## config.mk

```make
export PLATFORM = sky130hd
export DESIGN_NAME = uart_rx_fifo_flat
export DESIGN_NICKNAME = d
export VERILOG_FILES = /design/src/rtl/uart_rx_fifo_if.sv /design/src/rtl/uart_rx_fifo.sv /design/src/flat_wrapper.sv
export SDC_FILE = /design/constraint.sdc
export NUM_CORES = 1
export LEC_CHECK = 0
export CAP_MARGIN = 20
export CELL_PAD_IN_SITES_DETAIL_PLACEMENT = 1
export CELL_PAD_IN_SITES_GLOBAL_PLACEMENT = 1
export CORE_ASPECT_RATIO = 1.5
export CORE_MARGIN = 10
export CORE_UTILIZATION = 36
export DETAILED_ROUTE_END_ITERATION = 6
export DONT_BUFFER_PORTS = 1
export PLACE_DENSITY = 0.68
export SETUP_SLACK_MARGIN = 0.1
export SYNTH_ARGS = -nofsm -noshare
export SYNTH_HDL_FRONTEND = slang
export SYNTH_SLANG_ARGS = --single-unit
```

## constraint.sdc

```tcl
create_clock -name clk -period 3.17 [get_ports clk]
set_clock_uncertainty 0.1 [all_clocks]
set_input_delay 0.1585 -clock clk [delete_from_list [all_inputs] [get_ports clk]]
set_output_delay 0.1585 -clock clk [all_outputs]
set_load 0.02 [all_outputs]
```

## src/rtl/uart_rx_fifo_if.sv

```systemverilog
// Consumer-side handshake of the UART receiver: head-of-FIFO entry, status
// flags and sticky overrun, with a single ready back from the consumer.
interface uart_rx_fifo_if;
   logic       o_valid;
   logic       i_ready;
   logic [7:0] o_data;
   logic       o_parity_err;
   logic       o_frame_err;
   logic       o_break;
   logic       o_overrun;

   modport master (output o_valid, o_data, o_parity_err, o_frame_err, o_break, o_overrun,
                   input  i_ready);
   modport slave  (input  o_valid, o_data, o_parity_err, o_frame_err, o_break, o_overrun,
                   output i_ready);
endinterface

```

## src/rtl/uart_rx_fifo.sv

```systemverilog
// UART receiver with runtime frame format and divisor, feeding a small FIFO of
// {break, frame_err, parity_err, data} entries drained by a valid/ready consumer.
module uart_rx_fifo #(
   parameter int TIMER_BITS = 24,
   parameter int FIFO_DEPTH = 4
) (
   input  logic                  clk,
   input  logic                  i_reset,
   input  logic [TIMER_BITS-1:0] i_clocks_per_baud,
   input  logic [1:0]            i_data_bits,
   input  logic [1:0]            i_parity,
   input  logic                  i_stop_bits,
   input  logic                  uart_txd_in,
   uart_rx_fifo_if.master        rx
);
   localparam int PW = $clog2(FIFO_DEPTH);
   localparam logic [TIMER_BITS-1:0] ONE  = TIMER_BITS'(1);
   localparam logic [TIMER_BITS-1:0] FOUR = TIMER_BITS'(4);
   localparam logic [PW:0] DEPTH_C = (PW+1)'(FIFO_DEPTH);

   typedef enum logic [2:0] {IDLE, START, DATA, PARITY, STOP, WAIT_HIGH} state_t;

   state_t state, state_n;

   logic [2:0]            sync_q;
   logic                  rx_s, prev_rx, fall;
   logic [TIMER_BITS-1:0] cnt, n_lat, n_eff;
   logic                  tick;
   logic [2:0]            last_idx, bit_idx;
   logic [1:0]            par_lat;
   logic                  par_en, stop2_lat, stop_idx;
   logic [7:0]            data_q;
   logic                  low_q, brk_q, ferr_q, par_bit_q;
   logic                  start_frame, timing, smp_data, smp_par, smp_stop, push;
   logic                  brk_now, ferr_now, perr_now, par_x;

   assign rx_s   = sync_q[2];
   assign fall   = prev_rx & ~rx_s;
   assign tick   = (cnt == '0);
   assign par_en = (par_lat == 2'b01) || (par_lat == 2'b10);
   assign n_eff  = (i_clocks_per_baud < FOUR) ? FOUR : i_clocks_per_baud;

   // Syncs clear to 0 so a line already low at reset release never looks like an edge.
   always_ff @(posedge clk) begin
      if (i_reset) begin
         sync_q  <= '0;
         prev_rx <= 1'b0;
      end else begin
         sync_q  <= {sync_q[1:0], uart_txd_in};
         prev_rx <= rx_s;
      end
   end

   always_ff @(posedge clk) begin
      if (i_reset) state <= IDLE;
      else         state <= state_n;
   end

   always_comb begin
      state_n = state;
      unique case (state)
         IDLE:      if (fall) state_n = START;
         START:     if (tick) state_n = rx_s ? IDLE : DATA;
         DATA:      if (tick && bit_idx == last_idx) state_n = par_en ? PARITY : STOP;
         PARITY:    if (tick) state_n = STOP;
         STOP:      if (tick && stop_idx == stop2_lat) state_n = rx_s ? IDLE : WAIT_HIGH;
         WAIT_HIGH: if (rx_s) state_n = IDLE;
         default:   state_n = IDLE;
      endcase
   end

   always_comb begin
      start_frame = 1'b0;
      timing      = 1'b0;
      smp_data    = 1'b0;
      smp_par     = 1'b0;
      smp_stop    = 1'b0;
      unique case (state)
         IDLE:    start_frame = fall;
         START:   timing = 1'b1;
         DATA:    begin timing = 1'b1; smp_data = tick; end
         PARITY:  begin timing = 1'b1; smp_par  = tick; end
         STOP:    begin timing = 1'b1; smp_stop = tick; end
         default: ;
      endcase
   end

   assign push     = smp_stop && (stop_idx == stop2_lat);
   assign brk_now  = (stop_idx == 1'b0) ? (low_q & ~rx_s) : brk_q;
   assign ferr_now = ferr_q | ~rx_s;
   assign par_x    = (^data_q) ^ par_bit_q;
   assign perr_now = (par_lat == 2'b01) ? par_x : (par_lat == 2'b10) ? ~par_x : 1'b0;

   always_ff @(posedge clk) begin
      if (i_reset) begin
         cnt       <= '0;
         n_lat     <= '0;
         last_idx  <= '0;
         par_lat   <= '0;
         stop2_lat <= 1'b0;
         bit_idx   <= '0;
         stop_idx  <= 1'b0;
         data_q    <= '0;
         low_q     <= 1'b0;
         brk_q     <= 1'b0;
         ferr_q    <= 1'b0;
         par_bit_q <= 1'b0;
      end else if (start_frame) begin
         // First sample lands H cycles after the edge cycle, hence H-1 here.
         cnt       <= (n_eff >> 1) - ONE;
         n_lat     <= n_eff;
         last_idx  <= {1'b1, i_data_bits};
         par_lat   <= i_parity;
         stop2_lat <= i_stop_bits;
         bit_idx   <= '0;
         stop_idx  <= 1'b0;
         data_q    <= '0;
         low_q     <= 1'b1;
         brk_q     <= 1'b0;
         ferr_q    <= 1'b0;
         par_bit_q <= 1'b0;
      end else begin
         if (timing) cnt <= tick ? (n_lat - ONE) : (cnt - ONE);
         if (smp_data) begin
            data_q[bit_idx] <= rx_s;
            bit_idx         <= bit_idx + 3'd1;
            low_q           <= low_q & ~rx_s;
         end
         if (smp_par) begin
            par_bit_q <= rx_s;
            low_q     <= low_q & ~rx_s;
         end
         if (smp_stop) begin
            stop_idx <= 1'b1;
            ferr_q   <= ferr_now;
            if (stop_idx == 1'b0) brk_q <= brk_now;
         end
      end
   end

   // Receive FIFO: combinational head read, outputs gated to zero when empty.
   logic [10:0]   mem [FIFO_DEPTH];
   logic [PW-1:0] wr_ptr, rd_ptr;
   logic [PW:0]   count;
   logic          valid, full, pop, wr_en, overrun;
   logic [10:0]   head;

   assign valid = (count != '0);
   assign full  = (count == DEPTH_C);
   assign pop   = valid && rx.i_ready;
   assign wr_en = push && (!full || pop);
   assign head  = mem[rd_ptr];

   always_ff @(posedge clk) begin
      if (wr_en) mem[wr_ptr] <= {brk_now, ferr_now, perr_now, data_q};
   end

   always_ff @(posedge clk) begin
      if (i_reset) begin
         wr_ptr  <= '0;
         rd_ptr  <= '0;
         count   <= '0;
         overrun <= 1'b0;
      end else begin
         if (wr_en) wr_ptr <= wr_ptr + PW'(1);
         if (pop)   rd_ptr <= rd_ptr + PW'(1);
         if (wr_en && !pop)      count <= count + (PW+1)'(1);
         else if (!wr_en && pop) count <= count - (PW+1)'(1);
         if (push && full && !pop) overrun <= 1'b1;
      end
   end

   assign rx.o_valid      = valid;
   assign rx.o_data       = valid ? head[7:0] : 8'h00;
   assign rx.o_parity_err = valid & head[8];
   assign rx.o_frame_err  = valid & head[9];
   assign rx.o_break      = valid & head[10];
   assign rx.o_overrun    = overrun;
endmodule

```

## src/flat_wrapper.sv

```systemverilog
// flat-port wrapper written by rule: the top's interface ports become plain ports
module uart_rx_fifo_flat 
#(
   parameter int TIMER_BITS = 24,
   parameter int FIFO_DEPTH = 4
)
  (clk, i_reset, i_clocks_per_baud, i_data_bits, i_parity, i_stop_bits, uart_txd_in, rx_o_valid, rx_o_data, rx_o_parity_err, rx_o_frame_err, rx_o_break, rx_o_overrun, rx_i_ready);
  uart_rx_fifo_if rx_i ();
  input  logic clk;
  input  logic i_reset;
  input  logic [TIMER_BITS-1:0] i_clocks_per_baud;
  input  logic [1:0] i_data_bits;
  input  logic [1:0] i_parity;
  input  logic i_stop_bits;
  input  logic uart_txd_in;
  output wire logic [$bits(rx_i.o_valid)-1:0] rx_o_valid;
  output wire logic [$bits(rx_i.o_data)-1:0] rx_o_data;
  output wire logic [$bits(rx_i.o_parity_err)-1:0] rx_o_parity_err;
  output wire logic [$bits(rx_i.o_frame_err)-1:0] rx_o_frame_err;
  output wire logic [$bits(rx_i.o_break)-1:0] rx_o_break;
  output wire logic [$bits(rx_i.o_overrun)-1:0] rx_o_overrun;
  input wire logic [$bits(rx_i.i_ready)-1:0] rx_i_ready;
  assign rx_o_valid = rx_i.o_valid;
  assign rx_o_data = rx_i.o_data;
  assign rx_o_parity_err = rx_i.o_parity_err;
  assign rx_o_frame_err = rx_i.o_frame_err;
  assign rx_o_break = rx_i.o_break;
  assign rx_o_overrun = rx_i.o_overrun;
  assign rx_i.i_ready = rx_i_ready;
  uart_rx_fifo #(.TIMER_BITS(TIMER_BITS), .FIFO_DEPTH(FIFO_DEPTH)) u_core (.clk(clk), .i_reset(i_reset), .i_clocks_per_baud(i_clocks_per_baud), .i_data_bits(i_data_bits), .i_parity(i_parity), .i_stop_bits(i_stop_bits), .uart_txd_in(uart_txd_in), .rx(rx_i));
endmodule
```

=== Yosys cells after proc, flatten, opt, wreduce, memory -nomap -nowiden ===
Memory sizes are Yosys's and may differ from the RTL's. A register that Yosys moved wholly into a read port is not among the register bits.
Cells that the tools add are included.
W data, S select, Z words.

* Memories kept: 1
* Logic and storage cells: 118
* Input port bits: 33
* Flip-flop bits (word level): 85
* RAM bits: 44
* Output and inout port bits: 13

* Order comparisons: 3
* Multiplexer cells: 35
* Reductions and logical operators: 26
* Bitwise operators: 10
* Add/subtract/negate cells: 8
* Equal/unequal tests: 16

{| class="wikitable"
|+ Memories
! memory !! depth !! bits a word !! rd ports !! clocked after memory_dff !! wr ports !! line !! text
|-
| u_core.mem || 4 || 11 || 1 || 1 || 1 || uart_rx_fifo.sv:142 || <nowiki>logic [10:0] mem [FIFO_DEPTH];</nowiki>
|}

{| class="wikitable"
|+ Operator list
! kind !! count
|-
| $mux W24 || 4
|-
| $sub A24 B1 Y24 const B || 2
|-
| $mux W3 || 10
|-
| $logic_not A24 Y1 || 1
|-
| $lt A24 B3 Y1 const B || 1
|-
| $sub A23 B1 Y24 const B || 1
|-
| $pmux W3 S6 || 1
|-
| $mux W1 || 14
|-
| $ne A2 B1 Y1 const B || 6
|-
| $logic_and A1 B1 Y1 || 10
|-
| $eq A3 B3 Y1 const B || 3
|-
| $bwmux W8 || 1
|-
| $mux W8 || 1
|-
| $reduce_xor A8 Y1 || 1
|-
| $add A3 B1 Y3 const B || 2
|-
| $eq A3 B2 Y1 const B || 2
|-
| $mux W2 || 3
|-
| $reduce_and A6 Y1 || 1
|-
| $reduce_bool A3 Y1 || 2
|-
| $and A1 B1 Y1 || 5
|-
| $add A2 B1 Y2 const B || 2
|-
| $lt A3 B4 Y1 const B || 1
|-
| $reduce_bool A2 Y1 || 2
|-
| $reduce_or A4 Y1 || 1
|-
| other kinds (16) || 21
|}

=== Logic depth before layout (Yosys ltp) ===
Gate-level depths: netlist (run 1).

* Depth in word-level cells: 8
* Mapped depth: 15
* Mapped depth without buffers: 12

=== Least setup slack after synthesis (run 1) ===
No wires, ideal clock.

* Path kind: flip-flop to flip-flop
* Start: register u_core.cnt[16]
* End: register u_core.count[2]
* Stages on the path, launching flop included: 16
* Required time: 3.000 ns
* Path buffers: 3
* Period minus slack after synthesis: 3.443 ns
* Arrival time: 3.272 ns
* Path slack: -0.273 ns
* Library setup time: 0.070 ns
* Cells stage by stage: dfxtp_1 > nor4_1 > and3b_1 > clkbuf_1 > buf_6 > and2_1 > buf_2 > and3_1 > nand2_1 > nor2_1 > ha_1 > inv_1 > fa_1 > xor2_1 > or3_1 > a21oi_1

* Cells in the longest elaborated chain, start to end: 7
* Elaborated cells on any way between the ends: 9
* Those cells by class: 2 x mux; 7 x reduce/logical

{| class="wikitable"
|+ RTL lines
! element !! line !! text
|-
| start: declaration || uart_rx_fifo.sv:27 || <nowiki>logic [TIMER_BITS-1:0] cnt, n_lat, n_eff;</nowiki>
|-
| start signal: assignment || uart_rx_fifo.sv:110 || <nowiki>cnt <= (n_eff >> 1) - ONE;</nowiki>
|-
| start signal: assignment || uart_rx_fifo.sv:123 || <nowiki>if (timing) cnt <= tick ? (n_lat - ONE) : (cnt - ONE);</nowiki>
|-
| $logic_not A24 Y1 (*) || uart_rx_fifo.sv:39 || <nowiki>assign tick = (cnt == '0);</nowiki>
|-
| $mux W1 (*) || uart_rx_fifo.sv:78 || <nowiki>unique case (state)</nowiki>
|-
| $logic_and A1 B1 Y1 (*) || uart_rx_fifo.sv:88 || <nowiki>assign push = smp_stop && (stop_idx == stop2_lat);</nowiki>
|-
| $logic_and A1 B1 Y1 (*) || uart_rx_fifo.sv:151 || <nowiki>assign wr_en = push && (!full || pop);</nowiki>
|-
| named net u_core.wr_en || uart_rx_fifo.sv:145 || <nowiki>logic valid, full, pop, wr_en, overrun;</nowiki>
|-
| $logic_not A1 Y1 || uart_rx_fifo.sv:168 || <nowiki>else if (!wr_en && pop) count <= count - (PW+1)'(1);</nowiki>
|-
| $logic_and A1 B1 Y1 || uart_rx_fifo.sv:168 ||
|-
| $reduce_bool A2 Y1 (no source line) || -- ||
|-
| end signal: assignment || uart_rx_fifo.sv:167 || <nowiki>if (wr_en && !pop) count <= count + (PW+1)'(1);</nowiki>
|-
| end signal: assignment || uart_rx_fifo.sv:168 ||
|-
| end: declaration || uart_rx_fifo.sv:144 || <nowiki>logic [PW:0] count;</nowiki>
|}

Mark *: on every way through the listed nets, which the timed path passes. The rest lies on a longest branch.
A chain may end at the register's enable or synchronous reset.

=== Worst setup path after layout (run 1) ===
* Start: register u_core.cnt[21]
* End: register u_core.cnt[22]

* Cells in the longest elaborated chain, start to end: 4
* Elaborated cells on any way between the ends: 5
* Those cells by class: 1 x add/sub; 3 x mux; 1 x reduce/logical

{| class="wikitable"
|+ RTL lines
! element !! line !! text
|-
| $sub A24 B1 Y24 / $logic_not A24 Y1 (equally long branches) || uart_rx_fifo.sv:123, uart_rx_fifo.sv:39 ||
|-
| $mux W24 (*) (2 in series) || uart_rx_fifo.sv:123 ||
|-
| $mux W24 (*) || uart_rx_fifo.sv:108 || <nowiki>end else if (start_frame) begin</nowiki>
|}

Every way passes the cells marked *; elsewhere a longest branch is shown, timed or not. The select of a mux whose other input is x is not followed.

==> results of run 1 <==
==> logic make-up after synthesis <==
logic type	after synthesis	share of synthesized area, %
muxes	30	7.050
and+or+nand+nor	243	19.33
adders and majority gates	10	2.123
buffers and inverters	49	3.705
DFF	131	49.03
AOI/OAI and AO/OA	125	14.14
xor gates and xnor gates	33	4.627
==> layer usage <==
layer | vias to the layer above | GRT usage [%]
met5 | - | 0
met4 | 0 | 8.314
met3 | 46 | 4.366
met2 | 141 | 29.69
met1 | 2485 | 16.25
li1 | 2380 | -
==> registers in the layout (all words and copies together), names as in the netlist, 8 cells and up, named ones only <==
name and cells:
u_core.cnt 24, u_core.data_q 8, u_core.mem 44, u_core.n_lat 24
==> per-stage QoR <==
| step | util (%) | hold WS (ns) |
|---|---|---|
| final | 46.03 | 0.004616 |
| after global routing | 46.03 | 0.03068 |
| after CTS | 45.21 | 0.001307 |
| after detailed placement | 39.37 | 0.1400 |
| after global placement | 39.37 | 0.1395 |
| after floorplan | - | 0.1867 |
==> Yosys cell counts (2+ instances only) <==
cell type and n:
sky130_fd_sc_hd__dfxtp_1 87, sky130_fd_sc_hd__nor2_1 77, sky130_fd_sc_hd__nand2_1 49, sky130_fd_sc_hd__edfxtp_1 44, sky130_fd_sc_hd__a21oi_1 29, sky130_fd_sc_hd__clkbuf_1 27
sky130_fd_sc_hd__xnor2_1 21, sky130_fd_sc_hd__o21ai_0 20, sky130_fd_sc_hd__and2_1 19, sky130_fd_sc_hd__nor4_1 18, sky130_fd_sc_hd__a211oi_1 17, sky130_fd_sc_hd__mux2i_1 17
sky130_fd_sc_hd__a22o_1 16, sky130_fd_sc_hd__nor3_1 16, sky130_fd_sc_hd__nand3_1 12, sky130_fd_sc_hd__xor2_1 12, sky130_fd_sc_hd__mux4_2 11, sky130_fd_sc_hd__ha_1 9
sky130_fd_sc_hd__nand2b_1 9, sky130_fd_sc_hd__a31oi_1 8, sky130_fd_sc_hd__inv_1 8, sky130_fd_sc_hd__nand4_1 8, sky130_fd_sc_hd__nor2b_1 6, sky130_fd_sc_hd__or3_1 6
sky130_fd_sc_hd__and3_1 5, sky130_fd_sc_hd__buf_2 5, sky130_fd_sc_hd__buf_6 5, sky130_fd_sc_hd__nor3b_1 4, sky130_fd_sc_hd__or2_2 4, sky130_fd_sc_hd__a211o_1 3
sky130_fd_sc_hd__buf_1 3, sky130_fd_sc_hd__o211ai_1 3, sky130_fd_sc_hd__o2bb2ai_1 3, sky130_fd_sc_hd__a311oi_1 2, sky130_fd_sc_hd__a31oi_2 2, sky130_fd_sc_hd__and4_1 2
sky130_fd_sc_hd__mux2_2 2, sky130_fd_sc_hd__o211a_1 2, sky130_fd_sc_hd__o21a_1 2, sky130_fd_sc_hd__o31a_1 2
==> how the worst min path moves through the flow <==
| stage | cells after the start | endpoint | slack [ns] | start |
|---|---|---|---|---|
| 6_report | 3 | u_core.n_lat[2] | 0.005 | i_clocks_per_baud[2] |
| 4_1_cts | 3 | u_core.n_lat[2] | 0.001 | i_clocks_per_baud[2] |
| 2_1_floorplan | 1 | u_core.sync_q[0] | 0.19 | uart_txd_in |
| 3_3_place_gp | 1 | u_core.n_lat[14] | 0.14 | i_reset |
| 3_5_place_dp | 1 | u_core.n_lat[19] | 0.14 | i_reset |
| 5_1_grt | 3 | u_core.n_lat[2] | 0.03 | i_clocks_per_baud[2] |
==> worst max-delay path: stages, from the launching register on <==
cell and delay (ns):
sky130_fd_sc_hd__dfxtp_1 0.42, sky130_fd_sc_hd__nor4_4 0.09, sky130_fd_sc_hd__and3b_1 0.21, sky130_fd_sc_hd__buf_4 0.19, sky130_fd_sc_hd__a311o_1 0.42, sky130_fd_sc_hd__a211oi_4 0.34
sky130_fd_sc_hd__nand2_2 0.09, sky130_fd_sc_hd__or3_1 0.35, sky130_fd_sc_hd__or4_1 0.43, sky130_fd_sc_hd__a311oi_2 0.25
==> final cells by class <==
class / count / area (um^2) / share of cell area [%]
clock buffer: 18 / 429.2 / 5.514
inverter: 8 / 30.03 / 0.3859
clock inverter: 14 / 181.4 / 2.331
multi-input combinational: 442 / 3085 / 39.65
sequential: 131 / 3073 / 39.49
timing repair buffer: 80 / 720.7 / 9.260
tap: 210 / 262.8 / 3.376
==> power by group <==
part / total, W / internal, W / switching (W)
sequential: 0.00194 / 0.00182 / 0.000120
combinational: 0.00189 / 0.000750 / 0.00114
clock: 0.00204 / 0.00125 / 0.000796
==> timing repair <==
action,4_1_cts,5_1_grt
pin swaps,0,9
hold endpoints to repair,72,2
endpoints found under the setup margin,2,13
setup buffers,0,4
hold buffers,35,1
resized for setup,2,19
gates cloned,0,1
==> cell usage in the layout (no fill, tap or decap), types with 3 or more instances in the layout <==
cell | netlist | layout
sky130_fd_sc_hd__nor4_2 | 0 | 6
sky130_fd_sc_hd__nor2_1 | 77 | 76
sky130_fd_sc_hd__dfxtp_2 | 0 | 8
sky130_fd_sc_hd__mux2i_1 | 17 | 17
sky130_fd_sc_hd__nand2_1 | 49 | 48
sky130_fd_sc_hd__nand2b_1 | 9 | 9
sky130_fd_sc_hd__o21ai_0 | 20 | 20
sky130_fd_sc_hd__clkinv_4 | 0 | 5
sky130_fd_sc_hd__a31oi_1 | 8 | 8
sky130_fd_sc_hd__or2_2 | 4 | 4
sky130_fd_sc_hd__a211oi_1 | 17 | 17
sky130_fd_sc_hd__nor3_1 | 16 | 15
sky130_fd_sc_hd__nor2b_1 | 6 | 6
sky130_fd_sc_hd__edfxtp_1 | 44 | 44
sky130_fd_sc_hd__clkinvlp_4 | 0 | 3
sky130_fd_sc_hd__and3_1 | 5 | 4
sky130_fd_sc_hd__a211o_1 | 3 | 3
sky130_fd_sc_hd__or3_1 | 6 | 6
sky130_fd_sc_hd__a22o_1 | 16 | 16
sky130_fd_sc_hd__dfxtp_1 | 87 | 79
sky130_fd_sc_hd__nor3b_1 | 4 | 4
sky130_fd_sc_hd__buf_4 | 1 | 43
sky130_fd_sc_hd__o2bb2ai_1 | 3 | 3
sky130_fd_sc_hd__bufinv_16 | 0 | 3
sky130_fd_sc_hd__xnor2_1 | 21 | 21
sky130_fd_sc_hd__o211ai_1 | 3 | 3
sky130_fd_sc_hd__nand4_1 | 8 | 8
sky130_fd_sc_hd__clkbuf_16 | 0 | 17
sky130_fd_sc_hd__inv_1 | 8 | 8
sky130_fd_sc_hd__mux4_2 | 11 | 11
sky130_fd_sc_hd__and2_1 | 19 | 17
sky130_fd_sc_hd__nand3_1 | 12 | 11
sky130_fd_sc_hd__xor2_1 | 12 | 12
sky130_fd_sc_hd__a21oi_1 | 29 | 29
sky130_fd_sc_hd__ha_1 | 9 | 8
sky130_fd_sc_hd__dlygate4sd3_1 | 0 | 35
sky130_fd_sc_hd__nor4_1 | 18 | 10
sky130_fd_sc_hd__nor4_4 | 1 | 3
==> metrics.md, run 1 <==
| Metric | Value |
|---|---|
| Core ar. | `16910 um^2` |
| Vias after detailed routing | `a little over 5000` |
| CTS Sinks | `approximately 130` |
| Crit end category | `flop` |
| Main synth FF type | `sky130_fd_sc_hd__dfxtp_1` |
| Count of input and output buffers | `0` |
| Clk_lat worst skew | `0.43 ns` |
| Pin count of the biggest net entering global routing | `between 50 and 60` |
| Post-synth EDFFs | `44` |
| Synth Warn # | `0` |
| Smallest setup slack after layout | `roughly 0.17 ns` |
| Final weighted congestion of routability-driven global placement | `approximately 0.9` |
| Sum of met2 wire segment lengths after detailed routing | `~10000 um` |
| Worst-path clk slew | `approximately 0.06 ns` |
| Half-perimeter wire length after detailed placement | `~13000 um` |
| WL met3 | `about 920 um` |
| Peak VDD IR | `about 530 uV` |
| Initial cell density of the core | `36.95%` |
| Worst-margin pin slew | `0.7402 ns` |
| Number of pins with negative max-slew slack in the final report | `0` |
| Origin of the critical flop-to-flop path | `u_core.cnt[21]` |
| Number of antenna violations at the first check in global routing | `0` |
| Crit Path Max Fanout | `12` |
| Vertical die dimension | `about 180 um` |
| Post-DR vias/cell | `approximately 5.6` |
| GRT Residual Overflow | `0` |
| Required time reported for the critical path endpoint | `between 3 and 4 ns` |
| DRC violation count after routing | `0` |
| Post-Layout Cell Count | `903` |
| Uppermost layer routed | `met4` |
| Number of top-level pins | `46` |
| Mapped Avg Cell Area | `10.06 um^2` |
| R2R depth | `9` |
| Floorplan die width | `127.6 um` |
| Cell count after synthesis | `621` |
| GRT Resource Usage Total | `between 10% and 20%` |
| Number of synthesized register bits | `~130` |
| Post-route cell area | `7782 um^2` |
| Total power draw | `0.005873 W` |
| Data arrival time at the worst-slack endpoint | `around 3.2 ns` |
| Flop-to-flop setup slack | `approximately 0.17 ns` |
| Share of final-layout standard cells stronger than drive strength 1 | `about a fifth` |
| CTS HTree Levels | `4` |
| Top-area cell type share of the netlist area | `27.88%` |
| Peak clock frequency supported by timing | `around 0.33 GHz` |
| Sequential element share of the synthesized area | `49.03%` |
| Total cell area at the placement stage | `between 6000 and 7000 um^2` |
| Min-delay worst type | `in -> reg` |
| Final setup vio count | `0` |
| Root buffer cell | `sky130_fd_sc_hd__clkbuf_16` |
| Crit path to | `u_core.cnt[22]` |
| First DRT Iteration DRCs | `slightly above 300` |
| Cell leakage power | `approximately 2.8 nW` |
| Area of the mapped netlist | `6247 um^2` |
| Async set-or-reset flop fraction in the synthesized netlist | `0%` |
| Worst slew margin relative to its limit | `between 50% and 60%` |
| Number of nets produced by synthesis | `664` |
| Cell count after placement | `829` |
| Timing startpoint of the critical path | `u_core.cnt[21]` |
| First-pass GRT wire length | `slightly below 30000 um` |
| Period utilisation layout | `a little over nine tenths` |
| Layout Area Growth over Synthesis | `24.57%` |
| Final period demand of the worst path | `between 2 and 3 ns` |
| Num rows | `58` |
| Cell types with the largest area share after synthesis | `sky130_fd_sc_hd__dfxtp_1 (28%), sky130_fd_sc_hd__edfxtp_1 (21%), sky130_fd_sc_hd__nor2_1 (4.6%)` |
| Fin nets | `723` |
| Number of global-route vias before repair | `5600` |
| Antenna viol nets, final | `0` |
| Die outline area | `between 20000 and 25000 um^2` |
| Kind of start point of the critical path | `flop` |
| Critical path type | `reg -> reg` |
| Cell taking the most area after synthesis | `sky130_fd_sc_hd__dfxtp_1` |
| Worst setup timing slack at the placement stage | `roughly 0.11 ns` |
| CTS buffer count | `17` |
| Power Dens Cells | `754.6 nW/um^2` |
| Final antenna diode count | `0` |
| Total detailed-routing wirelength | `~19000 um` |
| RSZ-0062 raised after global routing | `true` |
| Detailed-routing wirelength on met1 | `~7000 um` |
| TritonCTS clock tree | `built` |
| RR Endpoint | `u_core.cnt[22]` |
| First-pass iteration count of the detailed router | `4` |
| Routed length per instance | `20.87 um` |
| Total Neg Setup Slack | `0 ns` |
| Clk buf depth | `2` |
| Result of the run | `completed` |
| Hold violation count in the final report | `0` |
| Fill count | `~1800` |
| Count of unique library cells instantiated by Yosys | `between 60 and 70` |
| Number of max-cap violations | `0` |
Note: power is estimated with default switching activity, not from simulation.
==> run 2: changes to the inputs <==
--- a/config.mk
+++ b/config.mk
@@ -5,15 +5,16 @@
 export SDC_FILE = /design/constraint.sdc
 export NUM_CORES = 1
 export LEC_CHECK = 0
+export BUFFER_PORTS_ARGS = -buffer_cell sky130_fd_sc_hd__clkbuf_2
 export CAP_MARGIN = 20
 export CELL_PAD_IN_SITES_DETAIL_PLACEMENT = 1
 export CELL_PAD_IN_SITES_GLOBAL_PLACEMENT = 1
 export CORE_ASPECT_RATIO = 1.5
 export CORE_MARGIN = 10
 export CORE_UTILIZATION = 36
+export CTS_BUF_LIST = sky130_fd_sc_hd__clkbuf_4 sky130_fd_sc_hd__clkbuf_8
 export DETAILED_ROUTE_END_ITERATION = 6
-export DONT_BUFFER_PORTS = 1
-export PLACE_DENSITY = 0.68
+export PLACE_DENSITY = 0.71
 export SETUP_SLACK_MARGIN = 0.1
 export SYNTH_ARGS = -nofsm -noshare
 export SYNTH_HDL_FRONTEND = slang
==> run 2 against run 1 <==
Compared with the run above: hold slack improved by 0.041 ns; largest cell class unchanged; register-to-register slack worse by 0.02 ns; non-clock buffer count grew 26; first-iteration DRC count rose by 7.5%; critical path depth is 1 higher; worst setup slack got worse by 0.019 ns; power shrank 13%; wire length down 5.7%; clock-buffer cell count is 1 lower; critical path type unchanged; design area fell by 2.7%; combinational power fell by 2%.
==> metrics.md, run 2 (same netlist as run 1, synthesis figures left out) <==
| Metric | Value |
|---|---|
| Internal power | `0.003141 W (-18%)` |
| Period utilisation layout | `95.23% (+0.60 points)` |
| Post-route cell area | `7569 um^2 (-2.7%)` |
| Vertical die dimension | `181.3 um (unchanged)` |
| Power Dens Cells | `678.9 nW/um^2 (-10%)` |
| Data arrival time at the worst-slack endpoint | `3.27 ns (+0.03 ns)` |
| GRT Resource Usage Total | `15.50% (-0.75 points)` |
| Max FFs per register | `44 (unchanged)` |
| Flop-to-flop setup slack | `0.15 ns (-0.02 ns)` |
| Peak clock frequency supported by timing | `0.3313 GHz (-0.63%)` |
| Number of top-level pins | `46 (unchanged)` |
| Vias after detailed routing | `5128 (+1.5%)` |
| Hold Path Depth | `4 (+1)` |
| RSZ-0062 raised after global routing | `true` |
| Total cell area at the placement stage | `6808 um^2 (+2.3%)` |
| Fraction of met3 tracks used by global routing | `2.783% (-1.6 points)` |
| R2R depth | `10 (+1)` |
| Total detailed-routing wirelength | `17770 um (-5.7%)` |
| Half-perimeter wire length after detailed placement | `12980 um (+0.36%)` |
| Total Neg Setup Slack | `0 ns (unchanged)` |
| CTS buffer count | `17 (unchanged)` |
| Core ar. | `16910 um^2 (unchanged)` |
| Final antenna diode count | `0 (unchanged)` |
| Global-route layer with the greatest usage | `met2` |
| HP Start | `i_clocks_per_baud[2]` |
| Cell leakage power | `2.770 nW (-1.5%)` |
| Peak VDD IR | `239.3 uV (-55%)` |
| DRC violation count after routing | `0 (unchanged)` |
| Worst-margin pin slew | `0.7711 ns (+0.03085 ns)` |
| Final weighted congestion of routability-driven global placement | `0.8151 (-8.4%)` |
| Clk buf depth | `2 (unchanged)` |
| Antenna viol nets, final | `0 (unchanged)` |
| Leading cell type in the layout, fill and taps excluded | `sky130_fd_sc_hd__dfxtp_1` |
| Worst-path clk slew | `0.09 ns (+0.03 ns)` |
| Number of antenna violations at the first check in global routing | `0 (unchanged)` |
| Number of pins with negative max-slew slack in the final report | `0 (unchanged)` |
| TritonCTS clock tree | `built` |
| Post-Layout Cell Count | `928 (+2.8%)` |
| Post-DR vias/cell | `5.526 (-1.2%)` |
| RR Endpoint | `u_core.cnt[22]` |
| Crit Path Max Fanout | `12 (unchanged)` |
| Result of the run | `completed` |
| Pin count of the biggest net entering global routing | `33 (-38%)` |
| Floorplan die width | `127.6 um (unchanged)` |
| Die outline area | `23130 um^2 (unchanged)` |
| Count of input and output buffers | `45 (+45)` |
| Clk_lat worst skew | `0.45 ns (+0.02 ns)` |
| Number of global-route vias before repair | `5672 (+1.3%)` |
| Fin nets | `748 (+3.5%)` |
| Share of final-layout standard cells stronger than drive strength 1 | `21.73% (+3.1 points)` |
| CTS Sinks | `131 (unchanged)` |
| Critical path type | `reg -> reg` |
| Hold violation count in the final report | `0 (unchanged)` |
| Sw Share | `38.86% (+3.9 points)` |
| Clock share of power | `26.4% (-8.4 points)` |
| Number of max-cap violations | `0 (unchanged)` |
| Utilization of the core after routing | `44.76% (-1.3 points)` |
| Final setup vio count | `0 (unchanged)` |
| Origin of the critical flop-to-flop path | `u_core.cnt[18]` |
| Top reg by flops | `u_core.mem` |
| Required time reported for the critical path endpoint | `3.42 ns (about the same)` |
| Combinational group share of total power | `36.1% (+3.9 points)` |
| First DRT Iteration DRCs | `330 (+7.5%)` |
| Min-delay worst type | `in -> reg` |
| Routed length per instance | `19.15 um (-8.2%)` |
| Cell count after placement | `864 (+4.2%)` |
| Hold EP | `u_core.n_lat[2]` |
| GRT Residual Overflow | `0 (unchanged)` |
| Kind of start point of the critical path | `flop` |
| Commonest non-fill, non-tap cells in the layout | `sky130_fd_sc_hd__dfxtp_1 (86), sky130_fd_sc_hd__nor2_1 (76), sky130_fd_sc_hd__nand2_1 (48), sky130_fd_sc_hd__clkbuf_2 (45), sky130_fd_sc_hd__edfxtp_1 (44)` |
| Net Switching | `0.001997 W (-2.8%)` |
| Initial cell density of the core | `36.95% (unchanged)` |
| Met2 demand-to-capacity share in global routing | `28.42% (-1.3 points)` |
| Final period demand of the worst path | `3.019 ns (+0.01897 ns)` |
| First-pass GRT wire length | `29300 um (-1.3%)` |
| Crit end category | `flop` |
| CTS HTree Levels | `4 (unchanged)` |
| Root buffer cell | `sky130_fd_sc_hd__clkbuf_8` |
| Leading registers by flop count | `u_core.mem (44), u_core.cnt (24), u_core.n_lat (24)` |
| Layout Area Growth over Synthesis | `21.15%` |
| Worst slew margin relative to its limit | `47.87% (-2.7 points)` |
| Num rows | `58 (unchanged)` |
| Met1 track demand over resource in global routing | `16.28% (+0.034 points)` |
| Reg power frac | `37.6% (+4.5 points)` |
| First-pass iteration count of the detailed router | `4 (unchanged)` |
## run 2: cell types whose count changed in the layout (fill, tap and decap cells not counted), moves of 4 or more
cell                            delta
sky130_fd_sc_hd__clkbuf_2         +45
sky130_fd_sc_hd__clkbuf_16        -17
sky130_fd_sc_hd__clkbuf_8         +17
sky130_fd_sc_hd__buf_4            -11
sky130_fd_sc_hd__dfxtp_1           +7
sky130_fd_sc_hd__dfxtp_2           -7
sky130_fd_sc_hd__dlygate4sd3_1     -7
sky130_fd_sc_hd__inv_6             +6
sky130_fd_sc_hd__clkinv_4          -4
## run 2: how the worst max path moves through the flow
stage | start | endpoint | cells after the start
after floorplan | u_core.cnt[5] | u_core.count[2] | 15
after global placement | u_core.cnt[0] | u_core.count[2] | 12
after detailed placement | u_core.cnt[0] | u_core.count[2] | 12
after CTS | i_clocks_per_baud[23] | u_core.cnt[22] | 11
after global routing | i_clocks_per_baud[20] | u_core.cnt[22] | 12
final | u_core.cnt[18] | u_core.cnt[22] | 10
## run 2: final cells by class
class                   instances  area [um^2]
clock buffers                  17        234.0
well taps                     210        262.8
flip-flops and latches        131         3064
multi-input cells             441         3075
fillers                      1906         9340
clock inverters                15        136.4
repair buffers                106        765.7
inverters                       8        30.03
## run 2: what timing repair did
| item | CTS | global route |
|---|---|---|
| setup endpoints to repair | 2 | 12 |
| hold buffers | 28 | 0 |
| buffers inserted | 0 | 3 |
| endpoints found under the hold margin | 28 | 0 |
| pin swaps | 0 | 1 |
| gates resized for setup | 2 | 13 |
## run 2: worst max-delay path: stages (launching register included)
cell	delay (ns)
sky130_fd_sc_hd__dfxtp_1	0.39
sky130_fd_sc_hd__nor4_2	0.07
sky130_fd_sc_hd__buf_4	0.15
sky130_fd_sc_hd__and3b_1	0.19
sky130_fd_sc_hd__buf_4	0.20
sky130_fd_sc_hd__a311o_1	0.41
sky130_fd_sc_hd__a211oi_4	0.29
sky130_fd_sc_hd__nand2_2	0.10
sky130_fd_sc_hd__or3_1	0.35
sky130_fd_sc_hd__or4_1	0.40
sky130_fd_sc_hd__a311oi_1	0.26
## run 2: power by group through the flow
stage                     clock network, W  registers [W]  logic, W
after floorplan                          0        0.00191   0.00123
after global placement                   0        0.00195   0.00172
after detailed placement                 0        0.00196   0.00176
after CTS                          0.00139        0.00192   0.00180
after global routing               0.00146        0.00195   0.00202
final                              0.00136        0.00193   0.00185
## run 2: layer usage
metal	part of all wire, %	vias up	wire length [um]
li1	-	2430	-
met1	40	2566	7067
met2	54	103	9652
met3	3.3	29	587
met4	2.6	0	461
met5	0	-	0
## run 2: per-stage QoR
stage / hold WS, ns / power, W / setup slack, ns
floorplan: 0.1867 / 0.003145 / 0.1175
global placement: 0.2779 / 0.003667 / 0.1148
detailed placement: 0.2749 / 0.003718 / 0.06382
CTS: 0.03007 / 0.005109 / 0.1250
global route: 0.04546 / 0.005422 / 0.05428
finish: 0.04553 / 0.005138 / 0.1512
